**config.mk**
```make
export PLATFORM = sky130hd
export DESIGN_NAME = fp_divider_32_seq_flat
export DESIGN_NICKNAME = d
export VERILOG_FILES = /design/src/rtl/fp_divider_32_if.sv /design/src/rtl/fp_divider_32_seq.sv /design/src/flat_wrapper.sv
export SDC_FILE = /design/constraint.sdc
export NUM_CORES = 1
export LEC_CHECK = 0
export BUFFER_PORTS_ARGS = -buffer_cell sky130_fd_sc_hd__buf_2
export CAP_MARGIN = 15
export CELL_PAD_IN_SITES_DETAIL_PLACEMENT = 0
export CELL_PAD_IN_SITES_GLOBAL_PLACEMENT = 1
export CORE_ASPECT_RATIO = 1.25
export CORE_UTILIZATION = 49
export CTS_CLUSTER_DIAMETER = 40
export DETAILED_ROUTE_END_ITERATION = 10
export GPL_ROUTABILITY_DRIVEN = 0
export PLACE_DENSITY = 0.83
export SKIP_LAST_GASP = 1
export SYNTH_ARGS = -nofsm -noshare
export SYNTH_HDL_FRONTEND = slang
export SYNTH_SLANG_ARGS = --single-unit
```
**constraint.sdc**
```tcl
create_clock -name clk -period 7.96 [get_ports clk]
set_input_delay 1.592 -clock clk [delete_from_list [all_inputs] [get_ports clk]]
set_output_delay 1.592 -clock clk [all_outputs]
set_load 0.01 [all_outputs]
```
**src/rtl/fp_divider_32_if.sv**
```systemverilog
// Start/busy/done handshake bundle for the sequential fp32 divider.
// master drives the request, slave is the divider.
interface fp_divider_32_seq_if;
   logic        start;
   logic [31:0] a;
   logic [31:0] b;
   logic        busy;
   logic        done;
   logic [31:0] result;
   logic [3:0]  flags;

   modport master (
      output start, a, b,
      input  busy, done, result, flags
   );

   modport slave (
      input  start, a, b,
      output busy, done, result, flags
   );
endinterface

```
**src/rtl/fp_divider_32_seq.sv**
```systemverilog
// Sequential fp32 divider: radix-2 restoring, 1 bit/clk, RNE, FTZ.
// Define FPDIV_EARLY_OUT_EN to skip CALC for zero/inf/NaN operands.
module fp_divider_32_seq (
   input logic               clk,
   input logic               rst_n,
   fp_divider_32_seq_if.slave io
);

`ifdef FPDIV_EARLY_OUT_EN
   localparam bit EARLY_OUT = 1'b1;
`else
   localparam bit EARLY_OUT = 1'b0;
`endif

   typedef enum logic [1:0] {IDLE, CALC, ROUND} state_e;

   state_e state_q, state_d;

   logic [4:0]        cnt_q, cnt_d;
   logic [25:0]       rem_q, rem_d;
   logic [25:0]       quo_q, quo_d;
   logic [23:0]       mb_q, mb_d;
   logic signed [9:0] exp_q, exp_d;
   logic              sign_q, sign_d;
   logic              spec_q, spec_d;
   logic [31:0]       sres_q, sres_d;
   logic [3:0]        sflg_q, sflg_d;
   logic [31:0]       result_q, result_d;
   logic [3:0]        flags_q, flags_d;
   logic              done_q, done_d;

   logic [7:0]  ea, eb;
   logic [22:0] fa, fb;
   logic        za, ia, na, zb, ib, nb;
   logic        sgn_in;
   logic        cap_spec;
   logic [31:0] cap_res;
   logic [3:0]  cap_flg;
   logic [23:0] ma, mb;
   logic        lt;
   logic        accept;

   assign ea     = io.a[30:23];
   assign eb     = io.b[30:23];
   assign fa     = io.a[22:0];
   assign fb     = io.b[22:0];
   assign za     = (ea == 8'd0);
   assign zb     = (eb == 8'd0);
   assign ia     = (ea == 8'hFF) && (fa == 23'd0);
   assign ib     = (eb == 8'hFF) && (fb == 23'd0);
   assign na     = (ea == 8'hFF) && (fa != 23'd0);
   assign nb     = (eb == 8'hFF) && (fb != 23'd0);
   assign sgn_in = io.a[31] ^ io.b[31];
   assign ma     = {1'b1, fa};
   assign mb     = {1'b1, fb};
   assign lt     = (ma < mb);
   assign accept = (state_q == IDLE) && io.start;

   // Priority order matters: NaN/0-0/inf-inf beat inf/x beat x/0.
   always_comb begin
      cap_spec = za | ia | na | zb | ib | nb;
      cap_res  = 32'd0;
      cap_flg  = 4'd0;
      if (na | nb | (za & zb) | (ia & ib)) begin
         cap_res = 32'h7FC0_0000;
         cap_flg = 4'b1000;
      end else if (ia) begin
         cap_res = {sgn_in, 8'hFF, 23'd0};
      end else if (zb) begin
         cap_res = {sgn_in, 8'hFF, 23'd0};
         cap_flg = 4'b0100;
      end else if (za | ib) begin
         cap_res = {sgn_in, 31'd0};
      end
   end

   always_ff @(posedge clk or negedge rst_n) begin
      if (!rst_n) begin
         state_q <= IDLE;
      end else begin
         state_q <= state_d;
      end
   end

   always_comb begin
      state_d = state_q;
      unique case (state_q)
         IDLE: begin
            if (io.start) begin
               state_d = (EARLY_OUT && cap_spec) ? ROUND : CALC;
            end
         end
         CALC: begin
            if (cnt_q == 5'd25) state_d = ROUND;
         end
         ROUND:   state_d = IDLE;
         default: state_d = IDLE;
      endcase
   end

   logic        ge;
   logic [25:0] rem_sub;

   always_comb begin
      cnt_d   = cnt_q;
      rem_d   = rem_q;
      quo_d   = quo_q;
      mb_d    = mb_q;
      exp_d   = exp_q;
      sign_d  = sign_q;
      spec_d  = spec_q;
      sres_d  = sres_q;
      sflg_d  = sflg_q;
      ge      = (rem_q >= {2'b00, mb_q});
      rem_sub = ge ? (rem_q - {2'b00, mb_q}) : rem_q;
      if (accept) begin
         cnt_d  = 5'd0;
         quo_d  = 26'd0;
         mb_d   = mb;
         sign_d = sgn_in;
         spec_d = cap_spec;
         sres_d = cap_res;
         sflg_d = cap_flg;
         rem_d  = lt ? {1'b0, ma, 1'b0} : {2'b00, ma};
         exp_d  = $signed({2'b00, ea}) - $signed({2'b00, eb})
                  + (lt ? 10'sd126 : 10'sd127);
      end else if (state_q == CALC) begin
         cnt_d = cnt_q + 5'd1;
         rem_d = {rem_sub[24:0], 1'b0};
         quo_d = {quo_q[24:0], ge};
      end
   end

   always_ff @(posedge clk or negedge rst_n) begin
      if (!rst_n) begin
         cnt_q  <= 5'd0;
         rem_q  <= 26'd0;
         quo_q  <= 26'd0;
         mb_q   <= 24'd0;
         exp_q  <= 10'sd0;
         sign_q <= 1'b0;
         spec_q <= 1'b0;
         sres_q <= 32'd0;
         sflg_q <= 4'd0;
      end else begin
         cnt_q  <= cnt_d;
         rem_q  <= rem_d;
         quo_q  <= quo_d;
         mb_q   <= mb_d;
         exp_q  <= exp_d;
         sign_q <= sign_d;
         spec_q <= spec_d;
         sres_q <= sres_d;
         sflg_q <= sflg_d;
      end
   end

   logic              inc;
   logic [24:0]       mant;
   logic signed [9:0] exp_r;
   logic [31:0]       nres;
   logic [3:0]        nflg;

   // A carry out of the mantissa leaves mant[23]=0 and frac=0 (1.0).
   always_comb begin
      inc   = quo_q[1] & (quo_q[0] | (|rem_q) | quo_q[2]);
      mant  = {1'b0, quo_q[25:2]} + {24'd0, inc};
      exp_r = exp_q + $signed({9'd0, mant[24]});
      nres  = {sign_q, exp_r[7:0], mant[23] ? mant[22:0] : 23'd0};
      nflg  = 4'd0;
      if (exp_r >= 10'sd255) begin
         nres = {sign_q, 8'hFF, 23'd0};
         nflg = 4'b0010;
      end else if (exp_r <= 10'sd0) begin
         nres = {sign_q, 31'd0};
         nflg = 4'b0001;
      end
   end

   always_comb begin
      done_d   = (state_q == ROUND);
      result_d = result_q;
      flags_d  = flags_q;
      if (done_d) begin
         result_d = spec_q ? sres_q : nres;
         flags_d  = spec_q ? sflg_q : nflg;
      end
      io.busy   = (state_q != IDLE);
      io.done   = done_q;
      io.result = result_q;
      io.flags  = flags_q;
   end

   always_ff @(posedge clk or negedge rst_n) begin
      if (!rst_n) begin
         done_q   <= 1'b0;
         result_q <= 32'd0;
         flags_q  <= 4'd0;
      end else begin
         done_q   <= done_d;
         result_q <= result_d;
         flags_q  <= flags_d;
      end
   end

endmodule

```
**src/flat_wrapper.sv**
```systemverilog
// flat-port wrapper written by rule: the top's interface ports become plain ports
module fp_divider_32_seq_flat 
  (clk, rst_n, io_start, io_a, io_b, io_busy, io_done, io_result, io_flags);
  fp_divider_32_seq_if io_i ();
  input logic clk;
  input logic rst_n;
  input wire logic [$bits(io_i.start)-1:0] io_start;
  input wire logic [$bits(io_i.a)-1:0] io_a;
  input wire logic [$bits(io_i.b)-1:0] io_b;
  output wire logic [$bits(io_i.busy)-1:0] io_busy;
  output wire logic [$bits(io_i.done)-1:0] io_done;
  output wire logic [$bits(io_i.result)-1:0] io_result;
  output wire logic [$bits(io_i.flags)-1:0] io_flags;
  assign io_i.start = io_start;
  assign io_i.a = io_a;
  assign io_i.b = io_b;
  assign io_busy = io_i.busy;
  assign io_done = io_i.done;
  assign io_result = io_i.result;
  assign io_flags = io_i.flags;
  fp_divider_32_seq u_core (.clk(clk), .rst_n(rst_n), .io(io_i));
endmodule
```
## After elaboration in Yosys (flattened, before gate mapping)

Cells that the tools add are included.

- Output and inout bits: 38
- Bits in registers: 168
- Input port bits: 67

- Bitwise operators: 15
- Mux-type cells: 26
- Reduce and logical (&&, ||, !) cells: 16
- Equality and inequality tests: 7
- Order comparisons: 4
- Add/sub/neg operators: 6

Operators with widths:

| kind | count |
|---|---|
| 32-bit 2-to-1 mux | 5 |
| 26-bit 2-to-1 mux | 4 |
| 31-bit 2-to-1 mux | 2 |
| 25-bit 2-to-1 mux | 2 |
| 23-bit logical NOT | 2 |
| 23-bit nonzero test | 2 |
| 26-bit by 24-bit greater-or-equal comparator with 1-bit output | 1 |
| 26-bit OR reduction | 1 |
| 24-bit by 1-bit adder with 25-bit output | 1 |
| 25-bit by 24-bit subtractor with 25-bit output | 1 |
| 24-bit < comparator | 1 |
| 23-bit 2-to-1 mux | 1 |
| 8-bit == test, second input constant | 2 |
| 8-bit logical NOT | 2 |
| 4-bit 2-to-1 mux | 4 |
| 1-bit OR | 11 |
| 10-bit adder | 1 |
| 10-bit by 2-bit adder with 10-bit output | 1 |
| 10-bit by 9-bit greater-or-equal comparator with 1-bit output, second input constant | 1 |
| 10-bit by 1-bit less-or-equal comparator with 1-bit output, second input constant | 1 |
| 5-bit 2-to-1 mux | 2 |
| 8-bit by 8-bit subtractor with 9-bit output | 1 |
| 5-bit by 1-bit adder with 5-bit output, second input constant | 1 |
| 5-bit == test, second input constant | 1 |
| 14 further kinds | 23 |

## Logic depth before layout (Yosys ltp)

- Word-level depth: 10
- Depth in mapped cells: 18

## Worst setup path before layout

No wires, ideal clock.

- Kind: input to register
- From: input port io_b[11]
- To: register u_core.exp_q[8]
- Path slack: 3.716 ns
- Data arrival time: 4.111 ns
- Cell stages on the path: 16
- Library setup time: 0.134 ns
- Cell sequence: inv_1 ha_1 a21oi_1 o21ai_0 a2111oi_2 a211oi_2 o221ai_4 buf_6 inv_2 ha_1 inv_1 ha_1 nand2_1 o31ai_1 xor2_1 o21ai_0

- Longest elaborated chain between the ends: 3

RTL lines:

| element | line | RTL |
|---|---|---|
| start, declared | flat_wrapper.sv:9 | `input wire logic [$bits(io_i.b)-1:0] io_b;` |
| 24-bit < comparator | fp_divider_32_seq.sv:56 | `assign lt = (ma < mb);` |
| 1-bit 2-to-1 mux | fp_divider_32_seq.sv:126 | `+ (lt ? 10'sd126 : 10'sd127);` |
| 10-bit adder | fp_divider_32_seq.sv:126 |  |
| end signal, assigned | fp_divider_32_seq.sv:150 | `exp_q <= exp_d;` |
| end, declared | fp_divider_32_seq.sv:23 | `logic signed [9:0] exp_q, exp_d;` |

No other way between the ends.
A chain may end at the register's enable or synchronous reset.

## Worst setup path in the final report

- From: register u_core.quo_q[2]
- To: register u_core.result_q[0] (netlist: u_core.io.result[0])

- Longest elaborated chain between the ends: 8

RTL lines:

| element | line | RTL |
|---|---|---|
| start, declared | fp_divider_32_seq.sv:21 | `logic [25:0] quo_q, quo_d;` |
| start signal, assigned | fp_divider_32_seq.sv:148 | `quo_q <= quo_d;` |
| 1-bit OR | fp_divider_32_seq.sv:166 | `inc = quo_q[1] & (quo_q[0] \| (\|rem_q) \| quo_q[2]);` |
| 1-bit bitwise AND | fp_divider_32_seq.sv:166 |  |
| 24-bit by 1-bit adder with 25-bit output (*) | fp_divider_32_seq.sv:167 | `mant = {1'b0, quo_q[25:2]} + {24'd0, inc};` |
| 10-bit by 2-bit adder with 10-bit output | fp_divider_32_seq.sv:168 | `exp_r = exp_q + $signed({9'd0, mant[24]});` |
| 10-bit by 1-bit less-or-equal comparator with 1-bit output | fp_divider_32_seq.sv:174 | `end else if (exp_r <= 10'sd0) begin` |
| 31-bit 2-to-1 mux | fp_divider_32_seq.sv:174 |  |
| 31-bit 2-to-1 mux (*) | fp_divider_32_seq.sv:171 | `if (exp_r >= 10'sd255) begin` |
| 32-bit 2-to-1 mux (*) | fp_divider_32_seq.sv:185 | `result_d = spec_q ? sres_q : nres;` |
| end signal, assigned | fp_divider_32_seq.sv:201 | `result_q <= result_d;` |
| end, declared | fp_divider_32_seq.sv:28 | `logic [31:0] result_q, result_d;` |

Mark *: on every way between the ends. The rest lies on a longest branch, timed or not.

==> metrics.md <==
| Metric | Value |
|---|---|
| Sinks on Clock Net | `136` |
| Worst-margin pin slew | `875 ps` |
| DP Wirelength | `16.5 mm` |
| Worst Clk Skew | `10.5 ps` |
| Largest net degree at the start of global routing | `85` |
| Final period util | `57.5%` |
| Post-Syn Nets | `1170` |
| Pre-antenna DRT Iters | `5` |
| Total Routed Length | `22.2 mm` |
| Total Routing Usage GR | `24.8%` |
| Worst Slack Setup Final | `3380 ps` |
| Register area | `3400 um2` |
| # nets final | `1252` |
| CTS H-tree depth | `4` |
| Peak VDD IR | `0.192 mV` |
| Outcome | `finished clean` |
| PD cells | `398 nW/um2` |
| WL per Instance | `16.3 um` |
| Setup crit end kind | `flop` |
| Hold crit path type | `flop to flop` |
| DRC violations left | `0` |
| Final Hold Fails | `0` |
| Ranking of synthesized cells by area | `dfrtp_1 (38%), ha_1 (8.4%), nand2_1 (7.2%), o21ai_0 (4.6%), mux2i_1 (3.5%)` |
| Cell accounting for the most synthesized area | `dfrtp_1` |
| First-pass GRT wire length | `37.1 mm` |
| Top_reg_cell synth | `dfrtp_1` |
| Post-synth ARST share | `100%` |
| FF-to-FF End | `u_core.io.result[0]` |
| Antenna violations before repair | `0` |
| Mapped Cells | `1040` |
| Worst hold path stage count | `2` |
| Vias | `7682` |
| Final instance area | `10300 um2` |
| Cells on worst reg2reg path | `16` |
| Fin Setup TNS | `0 ps` |
| # IOs | `105` |
| Core box area | `18100 um2` |
| Fmax | `0.219 GHz` |
| Cts bufs inserted | `17` |
| Vias in the first global route | `7330` |
| Post-layout min period | `4580 ps` |
| Die width | `124 um` |
| Postcts setup bufs | `0` |
| CTS tree | `done` |
| Net Switching | `1.79 mW` |
| Worst hold endpoint | `u_core.io.flags[2]` |
| Cell area after synthesis | `9060 um2` |
| Internal power | `2.30 mW` |
| Comb pwr share | `52.7%` |
| Area share of the largest cell type after synthesis | `37.6%` |
| CTS hold repair buffers | `0` |
| Setup violators final | `0` |
| Routed Antenna Nets | `0` |
| Clock Pin Slew Worst Setup and Hold Paths | `70 ps` |
| PortBufs | `104` |
| Share of cells above drive strength 1 | `15.3%` |
| CTS max path bufs | `2` |
| Vias per inst | `5.64` |
| CP Max Fanout | `22` |
| Placed Area | `9700 um2` |
| Most frequent cells in the layout | `nand2_1 (173), dfrtp_1 (136), buf_2 (103)` |
| Clock power frac | `18.5%` |
| Seq pwr share | `28.9%` |
| Multi-input gate area | `5170 um2` |
| N_diodes | `0` |
| Worst-skew pair later-pin latency | `430 ps` |
| Mean Syn Cell Area | `8.71 um2` |
| Synthesized flop and latch total | `136` |
| Hold WS | `457 ps` |
| # rows | `55` |
| Fillcell total | `1703` |
| Commonest non-fill, non-tap cell in the layout | `nand2_1` |
| Die area | `19000 um2` |
| Initial core utilization | `50.1%` |
| Slew HR | `41.7%` |
| Reg2Reg Setup Slack | `3380 ps` |
| RSZ-0062 raised after global routing | `false` |
| Yosys cell types | `78` |
| Yosys warns | `0` |
| Switching share of power | `43.7%` |
| R2R Path Start | `u_core.quo_q[2]` |
| Crit start category | `flop` |
| Initial drt markers | `494` |
| Hold path start | `u_core.io.flags[2]` |
| Resize count post-CTS | `0` |
| Crit path kind | `flop to flop` |
| Crit path DAT | `4850 ps` |
| Required time of the critical path | `8230 ps` |
| Clk Tree Root Cell | `clkbuf_16` |
| EDFF count, synth | `0` |
| DP Worst Slack | `3230 ps` |
| Syn-to-layout area delta | `13.3%` |
| Slew Viols, Final | `0` |
| Die H | `154 um` |
| Sequential area share after synthesis | `37.6%` |
| Leak | `4.82 nW` |
| Max-capacitance violation count | `0` |
| Total grt overflow | `0` |
## worst max path at each step
| stage | start | end | slack [ps] |
|---|---|---|---|
| 6_report | u_core.quo_q[2] | u_core.io.result[0] | 3380 |
| 5_1_grt | u_core.quo_q[2] | u_core.io.result[0] | 2910 |
| 4_1_cts | u_core.quo_q[2] | u_core.io.result[0] | 3350 |
| 3_5_place_dp | io_b[11] | u_core.exp_q[9] | 3230 |
| 3_3_place_gp | io_b[11] | u_core.exp_q[8] | 3280 |
| 2_1_floorplan | io_b[11] | u_core.exp_q[8] | 3720 |
## final cells by class
class	instances	area share [%]
Multi-Input combinational cell	786	50.4
Sequential cell	136	33.2
Timing Repair Buffer	111	5.64
Clock buffer	17	4.14
Tap cell	228	2.78
Inverter	70	2.56
Clock inverter	15	1.32
## power by group through the flow
stage	sequential [mW]	combinational [mW]	clock, mW
after global routing	1.22	2.45	0.794
after global placement	1.18	2.13	0
after CTS	1.18	2.16	0.766
final	1.18	2.15	0.755
after detailed placement	1.19	2.15	0
after floorplan	1.10	1.76	0
## routing by layer
layer	global-route usage, %	part of all wire [%]	vias to the layer above
li1	-	-	3857
met1	30.4	43	3633
met2	42.5	51	154
met3	3.00	2.6	38
met4	11.8	3.6	0
met5	0	0	-
## cell families after synthesis
group | Yosys count | synth area share [%]
AOI/OAI and AO/OA | 262 | 19.2
xor gates and xnor gates | 63 | 6.17
adders and majority gates | 63 | 8.86
buffers and inverters | 118 | 5.47
DFF | 136 | 37.6
muxes | 33 | 3.66
and+or+nand+nor | 365 | 19.1
## worst max-delay path, cell delays in order (launching register included)
cell and delay [ps]:
dfrtp_1 440, and2_1 160, ha_1 250, nand3_1 180, nor3_1 510, and3_1 260
and2_1 140, ha_1 220, ha_1 350, xor2_1 250, and3_1 180, nand4_1 90
o21ai_0 190, a21oi_1 90, a21o_1 210, o211ai_2 720, o21ai_0 190
## Yosys cell counts (all sizes together), types with 4 or more instances
master	count
nand2	173
dfrtp	136
o21ai	108
inv	70
ha	61
nor2	45
a21oi	37
xnor2	35
clkbuf	32
mux2i	32
nand3	30
nor3	29
xor2	28
nor4	23
nand4	19
a211oi	16
buf	16
a21o	14
a21boi	11
o21a	11
nand2b	9
o211ai	9
a221o	8
and3	8
and2	6
and4	6
o22ai	6
nor2b	5
a2111oi	4
a31oi	4
o41ai	4
or2	4
or3	4
## stage by stage
stage	cells	util (%)	total power, mW
finish	1363	56.7	4.09
global route	1363	56.7	4.46
CTS	1363	56.7	4.11
detailed placement	1331	53.6	3.34
global placement	1331	53.6	3.31
floorplan	1040	-	2.87
## registers in the layout (all words and copies together), names as in the netlist, 2 cells and up
register and cells:
u_core.io.flags 4, u_core.mb_q 24, u_core.io.result 32, u_core.quo_q 26, u_core.rem_q 26, u_core.sres_q 3
u_core.exp_q 10, u_core.state_q 2, u_core.cnt_q 5
Note: power is estimated with default switching activity, not from simulation.
